===== src/rtl/axi_lite_rf_ctrl.sv =====
// axi_lite_rf_ctrl
// AXI4-Lite slave that bridges single-beat writes and reads onto a simple
// register-file port (one-cycle write strobe, combinational read data).
// Independent write and read FSMs; both may be busy in the same cycle.
//
// Ports:
//   i_clock, i_aresetn                 clock, asynchronous active-low reset
//   i_awaddr/i_awvalid/o_awready       AW channel
//   i_wdata/i_wvalid/o_wready          W channel
//   o_bresp/o_bvalid/i_bready          B channel
//   i_araddr/i_arvalid/o_arready       AR channel
//   o_rdata/o_rresp/o_rvalid/i_rready  R channel
//   o_rf_write_addr/_data/_enable      register-file write port
//   o_rf_read_addr/_enable, i_rf_read_data  register-file read port
//
// Build option: define AXI_RF_SLVERR_EN to reject unmapped addresses
// (anything not word-aligned or above 0xC) with SLVERR and no register-file
// access. Without it every access is forwarded and answered OKAY.
module axi_lite_rf_ctrl #(
    parameter int ADDR_WIDTH = 4,
    parameter int DATA_WIDTH = 32
) (
    input  logic                  i_clock,
    input  logic                  i_aresetn,
    input  logic [ADDR_WIDTH-1:0] i_awaddr,
    input  logic                  i_awvalid,
    output logic                  o_awready,
    input  logic [DATA_WIDTH-1:0] i_wdata,
    input  logic                  i_wvalid,
    output logic                  o_wready,
    output logic [1:0]            o_bresp,
    output logic                  o_bvalid,
    input  logic                  i_bready,
    input  logic [ADDR_WIDTH-1:0] i_araddr,
    input  logic                  i_arvalid,
    output logic                  o_arready,
    output logic [DATA_WIDTH-1:0] o_rdata,
    output logic [1:0]            o_rresp,
    output logic                  o_rvalid,
    input  logic                  i_rready,
    output logic [ADDR_WIDTH-1:0] o_rf_write_addr,
    output logic [DATA_WIDTH-1:0] o_rf_write_data,
    output logic                  o_rf_write_enable,
    output logic [ADDR_WIDTH-1:0] o_rf_read_addr,
    output logic                  o_rf_read_enable,
    input  logic [DATA_WIDTH-1:0] i_rf_read_data
);

`ifdef AXI_RF_SLVERR_EN
    localparam logic SLVERR_EN = 1'b1;
`else
    localparam logic SLVERR_EN = 1'b0;
`endif
    localparam logic [1:0] RESP_OKAY   = 2'b00;
    localparam logic [1:0] RESP_SLVERR = 2'b10;

    typedef enum logic [1:0] {W_IDLE = 2'd0, W_WRITE = 2'd1, W_RESP = 2'd2} w_state_t;
    typedef enum logic [1:0] {R_IDLE = 2'd0, R_READ = 2'd1, R_RESP = 2'd2} r_state_t;

    // Word-aligned and within the four-register window 0x0..0xC.
    function automatic logic addr_mapped(input logic [ADDR_WIDTH-1:0] addr);
        return (addr[1:0] == 2'b00) && (addr <= ADDR_WIDTH'(4'hC));
    endfunction

    // Access is forwarded to the register file unless rejection is enabled and the address is unmapped.
    function automatic logic addr_forward(input logic [ADDR_WIDTH-1:0] addr);
        return (!SLVERR_EN) || addr_mapped(addr);
    endfunction

    w_state_t              w_state_r, w_state_s;
    logic                  awready_r, awready_s, wready_r, wready_s;
    logic                  aw_held_r, aw_held_s, w_held_r, w_held_s;
    logic [ADDR_WIDTH-1:0] waddr_r, waddr_s;
    logic [DATA_WIDTH-1:0] wdata_r, wdata_s;
    logic                  we_r, we_s, bvalid_r, bvalid_s;
    logic [1:0]            bresp_r, bresp_s;

    r_state_t              r_state_r, r_state_s;
    logic                  arready_r, arready_s, re_r, re_s, rvalid_r, rvalid_s;
    logic [ADDR_WIDTH-1:0] raddr_r, raddr_s;
    logic [DATA_WIDTH-1:0] rdata_r, rdata_s;
    logic [1:0]            rresp_r, rresp_s;

    // Write FSM next state: capture AW and W independently, strobe the register file once both are held.
    always_comb begin
        w_state_s = w_state_r;
        awready_s = awready_r;
        wready_s  = wready_r;
        aw_held_s = aw_held_r;
        w_held_s  = w_held_r;
        waddr_s   = waddr_r;
        wdata_s   = wdata_r;
        we_s      = 1'b0;
        bvalid_s  = bvalid_r;
        bresp_s   = bresp_r;
        case (w_state_r)
            W_IDLE: begin
                if (i_awvalid && awready_r) begin
                    waddr_s   = i_awaddr;
                    aw_held_s = 1'b1;
                end else begin
                    aw_held_s = aw_held_r;
                end
                if (i_wvalid && wready_r) begin
                    wdata_s  = i_wdata;
                    w_held_s = 1'b1;
                end else begin
                    w_held_s = w_held_r;
                end
                if (aw_held_s && w_held_s) begin
                    w_state_s = W_WRITE;
                    we_s      = addr_forward(waddr_s);
                    aw_held_s = 1'b0;
                    w_held_s  = 1'b0;
                    awready_s = 1'b0;
                    wready_s  = 1'b0;
                end else begin
                    // Ready stays high only for a channel not yet captured; also raises both after reset.
                    awready_s = !aw_held_s;
                    wready_s  = !w_held_s;
                end
            end
            W_WRITE: begin
                w_state_s = W_RESP;
                bvalid_s  = 1'b1;
                bresp_s   = addr_forward(waddr_r) ? RESP_OKAY : RESP_SLVERR;
            end
            W_RESP: begin
                if (i_bready) begin
                    w_state_s = W_IDLE;
                    bvalid_s  = 1'b0;
                    bresp_s   = RESP_OKAY;
                    awready_s = 1'b1;
                    wready_s  = 1'b1;
                end else begin
                    w_state_s = W_RESP;
                end
            end
            default: begin
                w_state_s = W_IDLE;
                awready_s = 1'b0;
                wready_s  = 1'b0;
                aw_held_s = 1'b0;
                w_held_s  = 1'b0;
                bvalid_s  = 1'b0;
                bresp_s   = RESP_OKAY;
            end
        endcase
    end

    // Write FSM state and output registers.
    always_ff @(posedge i_clock or negedge i_aresetn) begin
        if (!i_aresetn) begin
            w_state_r <= W_IDLE;
            awready_r <= 1'b0;
            wready_r  <= 1'b0;
            aw_held_r <= 1'b0;
            w_held_r  <= 1'b0;
            waddr_r   <= '0;
            wdata_r   <= '0;
            we_r      <= 1'b0;
            bvalid_r  <= 1'b0;
            bresp_r   <= RESP_OKAY;
        end else begin
            w_state_r <= w_state_s;
            awready_r <= awready_s;
            wready_r  <= wready_s;
            aw_held_r <= aw_held_s;
            w_held_r  <= w_held_s;
            waddr_r   <= waddr_s;
            wdata_r   <= wdata_s;
            we_r      <= we_s;
            bvalid_r  <= bvalid_s;
            bresp_r   <= bresp_s;
        end
    end

    // Read FSM next state: the register file answers combinationally while re_r is high; that value is registered into rdata.
    always_comb begin
        r_state_s = r_state_r;
        arready_s = arready_r;
        raddr_s   = raddr_r;
        re_s      = 1'b0;
        rvalid_s  = rvalid_r;
        rdata_s   = rdata_r;
        rresp_s   = rresp_r;
        case (r_state_r)
            R_IDLE: begin
                if (i_arvalid && arready_r) begin
                    r_state_s = R_READ;
                    raddr_s   = i_araddr;
                    arready_s = 1'b0;
                    re_s      = addr_forward(i_araddr);
                end else begin
                    arready_s = 1'b1;
                end
            end
            R_READ: begin
                r_state_s = R_RESP;
                rvalid_s  = 1'b1;
                if (re_r) begin
                    rdata_s = i_rf_read_data;
                    rresp_s = RESP_OKAY;
                end else begin
                    rdata_s = '0;
                    rresp_s = RESP_SLVERR;
                end
            end
            R_RESP: begin
                if (i_rready) begin
                    r_state_s = R_IDLE;
                    rvalid_s  = 1'b0;
                    rdata_s   = '0;
                    rresp_s   = RESP_OKAY;
                    arready_s = 1'b1;
                end else begin
                    r_state_s = R_RESP;
                end
            end
            default: begin
                r_state_s = R_IDLE;
                arready_s = 1'b0;
                rvalid_s  = 1'b0;
                rdata_s   = '0;
                rresp_s   = RESP_OKAY;
            end
        endcase
    end

    // Read FSM state and output registers.
    always_ff @(posedge i_clock or negedge i_aresetn) begin
        if (!i_aresetn) begin
            r_state_r <= R_IDLE;
            arready_r <= 1'b0;
            raddr_r   <= '0;
            re_r      <= 1'b0;
            rvalid_r  <= 1'b0;
            rdata_r   <= '0;
            rresp_r   <= RESP_OKAY;
        end else begin
            r_state_r <= r_state_s;
            arready_r <= arready_s;
            raddr_r   <= raddr_s;
            re_r      <= re_s;
            rvalid_r  <= rvalid_s;
            rdata_r   <= rdata_s;
            rresp_r   <= rresp_s;
        end
    end

    assign o_awready         = awready_r;
    assign o_wready          = wready_r;
    assign o_bvalid          = bvalid_r;
    assign o_bresp           = bresp_r;
    assign o_rf_write_addr   = waddr_r;
    assign o_rf_write_data   = wdata_r;
    assign o_rf_write_enable = we_r;
    assign o_arready         = arready_r;
    assign o_rvalid          = rvalid_r;
    assign o_rdata           = rdata_r;
    assign o_rresp           = rresp_r;
    assign o_rf_read_addr    = raddr_r;
    assign o_rf_read_enable  = re_r;

endmodule


===== config.mk =====
export PLATFORM = sky130hd
export DESIGN_NAME = axi_lite_rf_ctrl
export DESIGN_NICKNAME = d
export VERILOG_FILES = /design/src/rtl/axi_lite_rf_ctrl.sv
export SDC_FILE = /design/constraint.sdc
export NUM_CORES = 1
export LEC_CHECK = 0
export ABC_AREA = 1
export BUFFER_PORTS_ARGS = -buffer_cell sky130_fd_sc_hd__buf_2
export CORE_MARGIN = 2
export CORE_UTILIZATION = 47
export CTS_CLUSTER_DIAMETER = 40
export CTS_CLUSTER_SIZE = 24
export DETAILED_ROUTE_END_ITERATION = 12
export GPL_TIMING_DRIVEN = 0
export PLACE_DENSITY_LB_ADDON = 0.1
export SYNTH_ARGS = -nofsm -noshare
export SYNTH_HDL_FRONTEND = slang
export SYNTH_SLANG_ARGS = --single-unit
export TNS_END_PERCENT = 20

===== constraint.sdc =====
create_clock -name i_clock -period 1.5 [get_ports i_clock]
set_input_delay 0.45 -clock i_clock [delete_from_list [all_inputs] [get_ports i_clock]]
set_output_delay 0.45 -clock i_clock [all_outputs]
set_load 0.01 [all_outputs]

# Yosys cells after proc, flatten, opt, wreduce, memory -nomap -nowiden
# Cells that the tools add are included.
[word_totals]
reg_bits = 89
ram_bits = 0
output_inout_bits = 83
rom_bits = 0
n_memories = 0
word_cells = 83
input_bits = 79
latch_bits = 0
[op_classes]
multipliers = 0
n_bitwise = 4
n_lt_le_gt_ge = 0
div = 0
eq_ne = 8
n_shift = 0
muxes = 38
reduce_logical = 16
addsub = 0
[op_table]
columns = ["op", "n"]
rows = [
  ["one-hot mux 32 bit (3 select lines)", 1],
  ["2-to-1 mux 32 bit", 2],
  ["one-hot mux 2 bit (3 select lines)", 3],
  ["2-to-1 mux 1 bit", 17],
  ["one-hot mux 1 bit (3 select lines)", 5],
  ["2-to-1 mux 2 bit", 7],
  ["AND reduction 2 bit", 7],
  ["inequality test 2 bit (second input constant)", 4],
  ["equality test 2 x 1 -> 1 bit (second input constant)", 2],
  ["equality test 2 bit (second input constant)", 2],
  ["logical AND 1 bit", 4],
  ["zero test 2 bit", 2],
  ["inverter 1 bit", 4],
  ["one-hot mux 1 bit (2 select lines)", 2],
  ["one-hot mux 2 bit (2 select lines)", 1],
  ["zero test 1 bit", 2],
  ["OR reduction 2 bit", 1],
]

# Logic depth before layout (Yosys ltp)
# Gate-level depths: netlist of the first run.
[logic_depth]
ltp_word = 6
ltp_mapped = 6
depth_no_buf = 6

# Worst setup path before layout of the first run
# OpenSTA, ideal clock, no wires.
[synth_path]
kind = "reg-to-reg"
start = "register w_state_r[0]"
end = "register wdata_r[21], in the netlist o_rf_write_data[21]"
t_arrival_ns = 1.199
stages_incl_launch_ff = 7
period_less_slack_ns = 1.316
t_required_ns = 1.382
slack_ns = 0.184
setup_ns = 0.118
path_buffers = 1
path_cell_list = "dfrtp_1 -> inv_1 -> ha_1 -> nand3_4 -> buf_6 -> nand2_1 -> o21ai_2"
[synth_via]
elab_chain_len = 2
[synth_lines]
columns = ["element", "line_no", "source"]
rows = [
  ["from (decl)", "70", "w_state_t w_state_r, w_state_s;"],
  ["from (signal assigned)", "165", "w_state_r <= w_state_s;"],
  ["zero test 2 bit", "96", "case (w_state_r)"],
  ["AND reduction 2 bit (no source line)", "n/a", ""],
  ["to (signal assigned)", "171", "wdata_r <= wdata_s;"],
  ["to (decl)", "74", "logic [DATA_WIDTH-1:0] wdata_r, wdata_s;"],
]
# Every way passes these cells.
# A chain may end at the register's enable or synchronous reset.

# Worst setup path in the final report of the first run
[layout_path]
start = "register wready_r, in the netlist o_wready"
end = "output o_wready"
[layout_rtl]
columns = ["element", "line_no", "source"]
rows = [
  ["from (decl)", "71", "logic awready_r, awready_s, wready_r, wready_s;"],
  ["from (signal assigned)", "167", "wready_r <= wready_s;"],
  ["to (decl)", "30", "output logic o_wready,"],
]
# No word-level cell between the ends.

==> metrics.txt, run 1 <==
status=completed; clk buf depth=2; critical path class=reg2out; # Post-CTS Setup Buffers=0; Syn Area/Cell=9.63 um2; fin nets=643; Post-DP Area=4690 um2; Final min period=1390 ps; top sig layer=met4; Post-synth top cells=nand2_1, dfrtp_1, inv_1; FMAX=719 MHz; CTS Buf Count=9; Crit Path Max Fanout=4; number of synthesis warnings=0; worst slack, placed=17.5 ps; die area=8680 um2; Worst path slowest cell=dfrtp_1; Clock transition at path regs=90 ps; critical path's top delay family=flip-flops; first-pass GRT wire length=12.7 mm; ys flop type=dfrtp_1; Slew Limit Fails=0; CP Buf/Inv Count=1; clock skew=11.3 ps; sequential cell area fraction in the yosys report=57.6%; antenna viol nets, final=0; Core ar.=7730 um2; die span in y=93.2 um; RSZ-0062 raised after global routing=no; num rows=32; later-pin clock latency in the skew report=340 ps; gr ovfl total=0; Worst IR Drop VDD=0.824 mV; Core Util, Final=63.8%; initial detailed-routing violation count=93; P_leak=2.95 nW; layout cells sized above 1=43.7%; flops & latches, synth=86; flop2flop setup slack=120 ps; count leader, synth=nand2_1; Max-Cap Viols=0; Total Wirelength=7.84 mm; Max H-tree Level=3; Placed Instances=651; worst path cell trace=buf_2; wire length on met3=556 um; hold_ws=86.6 ps; HPWL Detailed=5.94 mm; initial antenna violation count=0; total chip power=9.57 mW; die width=93.2 um; input/output buffers=158; fillers=702; IO Count=162; Post-route DRC=0; Total GRT Usage=18.6%; Starting Density=48.4%; fin crit share=92.7%; Final Hold Viols=0; WL/cell=11.8 um; Vias per Instance=4.52; Area Overhead vs Synth=31.9%; Antenna diodes=0; DR vias=3007; Synth area leaders=dfrtp_1, o21ai_2, nand2_1; Yosys top cell area share=57.6%; DRT Pass-1 Iters=6; RR Startpoint=w_state_r[1]; Data required, critical path=1050 ps; power density over the cells=1940 nW/um2; crit end category=output port; Largest stage delay, worst path=440 ps; number of global-route vias before repair=2833; post-synthesis cell type count=21; Post-synth ARST share=100%; Reg-to-Reg End=o_rf_write_data[13]; Worst-Margin Slew=557 ps; met2 WL=3.82 mm; Final Non-Filler Cells=665; CTS root buffer=clkbuf_8; placer congestion estimate=0.796; met1 WL=3.37 mm; worst reg2reg path depth=6; largest net degree at the start of global routing=45; CTS tree=done; worst hold path type=in2async; number of flops mapped to enable cells by yosys=0; CTS sink count=86; setup_tns=0 ps; Cells after Synth=388; final setup margin=109 ps; Netlist Area Pre-Place=3740 um2; relative slew slack=62.9%; CP arrival=940 ps; Final setup viols=0; post-synth top area cell=dfrtp_1; crit path launch type=register; Design Area, Final=4930 um2
## layout by cell type (no fill, tap or decap), drive strengths merged, types with 3 or more instances in the layout
cell type	n
inv	82
clkbuf	9
dfrtp	86
nand3	11
a21oi	4
o21ai	69
conb	3
nand2	112
bufinv	3
ha	4
buf	174
## flip-flops by register name (all words and copies together) (netlist names)
register and cells:
o_arready 1, w_state_r 2, o_bvalid 1, o_rf_write_addr 4, o_wready 1, o_rresp 1
o_rf_read_addr 4, o_rf_write_enable 1, o_rvalid 1, w_held_r 1, o_rf_read_enable 1, o_awready 1
aw_held_r 1, r_state_r 2, o_rdata 32, o_rf_write_data 32
## power breakdown
group	leakage (nW)	internal (mW)	switching, mW
sequential	1.12	3.28	0.533
clock	0.115	1.08	0.782
combinational	1.72	1.61	2.28
total	2.95	5.98	3.59
## how the worst max path moves through the flow
| stage | from | endpoint | slack (ps) | cells after the start |
|---|---|---|---|---|
| 2_1_floorplan | w_state_r[0] | o_rf_write_data[21] | 180 | 6 |
| 3_3_place_gp | i_aresetn | o_rf_write_data[3] | -780 | 1 |
| 3_5_place_dp | w_state_r[0] | o_rf_write_data[2] | 20 | 6 |
| 4_1_cts | w_state_r[0] | o_rf_write_data[13] | 30 | 6 |
| 5_1_grt | w_state_r[1] | o_rf_write_data[21] | 10 | 6 |
| 6_report | o_wready | o_wready | 110 | 1 |
## repair_timing
action	CTS	global route
endpoints found under the setup margin	14	34
hold buffers	0	0
pin swaps	0	0
gates resized for setup	1	2
hold endpoints to repair	0	0
## layer usage
layer | vias to the layer above | global-route usage, %
li1 | 1507 | -
met1 | 1390 | 23.5
met2 | 100 | 30.8
met3 | 10 | 5.48
met4 | 0 | 6.00
met5 | - | 0
## kinds of logic (layout without fill, tap and decap cells)
family / Yosys count / after routing / synth area share, %
other: 1 / 3 / 0.100
AO/OA/AOI/OAI: 75 / 75 / 15.4
adder cells (fa/ha/maj): 4 / 4 / 1.34
buffers and inverters: 97 / 270 / 12.0
flip-flops: 86 / 86 / 57.6
AND/OR/NAND/NOR: 125 / 125 / 13.5
## cell type report
cell class | instances | area, um2 | area share (%)
inverters | 82 | 308 | 6.24
well taps | 102 | 128 | 2.59
plain buffers | 15 | 141 | 2.87
multi-input cells | 207 | 1160 | 23.5
clock inverters | 5 | 100 | 2.03
flip-flops and latches | 86 | 2150 | 43.7
clock buffers | 9 | 124 | 2.51
repair buffers | 159 | 821 | 16.6
No activity file was read; power rests on OpenSTA's default activity.
==> run 2, diff against run 1 <==
--- a/config.mk
+++ b/config.mk
@@ -7,13 +7,14 @@
 export LEC_CHECK = 0
 export ABC_AREA = 1
 export BUFFER_PORTS_ARGS = -buffer_cell sky130_fd_sc_hd__buf_2
-export CORE_MARGIN = 2
 export CORE_UTILIZATION = 47
+export CTS_BUF_LIST = sky130_fd_sc_hd__clkbuf_16
 export CTS_CLUSTER_DIAMETER = 40
 export CTS_CLUSTER_SIZE = 24
 export DETAILED_ROUTE_END_ITERATION = 12
 export GPL_TIMING_DRIVEN = 0
 export PLACE_DENSITY_LB_ADDON = 0.1
+export RECOVER_POWER = 25
 export SYNTH_ARGS = -nofsm -noshare
 export SYNTH_HDL_FRONTEND = slang
 export SYNTH_SLANG_ARGS = --single-unit
==> metrics.txt, run 2 (synthesized netlist as in run 1, its figures left out) <==
clock skew=8.47 ps; number of global-route vias before repair=2794; Switching Share=37.5%; clock network fraction of design power=22.2%; Placed Instances=651; worst hold path type=in2async; setup_tns=0 ps; placer congestion estimate=0.736; register share of total power=38.6%; Post-route DRC=0; Worst path slowest cell=dfrtp_1; HPWL Detailed=5.74 mm; Starting Density=48.4%; Vias per Instance=4.48; Core Util, Final=64.5%; largest net degree at the start of global routing=51; layout cells sized above 1=43.7%; antenna viol nets, final=0; Clock transition at path regs=70 ps; CTS sink count=86; power density over the cells=1990 nW/um2; critical path's top delay family=flip-flops; die area=8310 um2; WL/cell=11.5 um; Max H-tree Level=3; die span in y=91.2 um; initial detailed-routing violation count=108; IO Count=162; Worst-Margin Slew=896 ps; DRT Pass-1 Iters=4; CP arrival=1630 ps; later-pin clock latency in the skew report=330 ps; CTS root buffer=clkbuf_16; crit path launch type=register; Psw=3.71 mW; fin crit share=94.2%; Worst IR Drop VDD=1.01 mV; most frequent cells in the layout=buf_2, nand2_1, dfrtp_1; Final min period=1410 ps; CTS tree=done; input/output buffers=158; relative slew slack=40.3%; Total Wirelength=7.69 mm; Crit Path Max Fanout=10; worst path cell trace=inv_1 > ha_4 > nand3_4 > buf_6 > nand2_1 > o21ai_2; gr ovfl total=0; Largest stage delay, worst path=420 ps; Core ar.=7730 um2; DR vias=2991; status=completed; RSZ-0062 raised after global routing=no; FMAX=708 MHz; die width=91.2 um; combinational share of power=39.2%; hold_ws=233 ps; Final Hold Viols=0; CP Buf/Inv Count=2; Max-Cap Viols=0; first-pass GRT wire length=13.1 mm; Final Non-Filler Cells=667; Area Overhead vs Synth=33.4%; CTS Hold Bufs=0; Slew Limit Fails=0; critical path class=reg2reg; Total GRT Usage=19.9%; P_leak=2.97 nW; Antenna diodes=0; fin nets=643; cell internal pwr=6.19 mW; clk buf depth=2; # Post-CTS Setup Buffers=0; num rows=32; commonest non-fill, non-tap cell in the layout=buf_2; CTS Buf Count=9; initial antenna violation count=0; Final setup viols=0; crit end category=register; Data required, critical path=1710 ps
-- run 2: changes by cell type in the layout (fill, tap and decap cells not counted), moves of 2 or more --
cell | before | now
clkbuf_16 | 0 | 9
clkinvlp_4 | 0 | 2
clkbuf_8 | 9 | 0
bufinv_16 | 3 | 1
inv_6 | 0 | 2
-- run 2: worst paths after layout --
check	startpoint	slack, ps	endpoint	cells past startpoint
worst max-delay path	w_state_r[0]	90	o_rf_write_data[16]	6
worst min-delay path	i_aresetn	230	o_rdata[27]	1
worst max register to register	w_state_r[0]	90	o_rf_write_data[16]	6
worst min register to register	o_rdata[5]	470	o_rdata[5]	2
max in group asynchronous	i_aresetn	330	o_rf_write_data[15]	2
min in group i_clock	i_araddr[3]	310	o_rf_read_addr[3]	3
-- run 2: power by group through the flow --
| stage | Clock (mW) | Combinational [mW] | Sequential [mW] |
|---|---|---|---|
| floorplan | 0 | 1.97 | 4.27 |
| global placement | 0 | 3.82 | 3.81 |
| detailed placement | 0 | 3.90 | 3.85 |
| CTS | 2.27 | 3.91 | 3.82 |
| global route | 2.35 | 4.40 | 3.94 |
| finish | 2.20 | 3.88 | 3.82 |
-- run 2: routing by layer --
layer  wire [um]  global-route usage (%)  up-vias
met3         539                    5.03        8
li1            -                       -     1515
met5           0                       0        -
met2        3800                    33.2      105
met4          83                    7.54        0
met1        3270                    24.9     1363
-- run 2: stage by stage --
step	worst slack, ps	total power, mW	instance area (um2)
after floorplan	184	6.25	3740
after global placement	-782	7.62	4660
after detailed placement	15.7	7.75	4690
after CTS	48.9	10.0	4990
after global routing	5.27	10.7	4980
final	87.1	9.90	4980
-- run 2: layout make-up --
class                           count  area (um2)
Inverter                           82         308
Sequential cell                    86        2150
Clock inverter                      7        72.6
Fill cell                         706        2740
Multi-Input combinational cell    207        1160
Timing Repair Buffer              159         802
Clock buffer                        9         225
Buffer                             15         141
Tap cell                          102         128
-- run 2: timing repair --
item	4_1_cts	5_1_grt
gates resized for setup	1	1
endpoints found under the hold margin	0	0
endpoints found under the setup margin	4	24
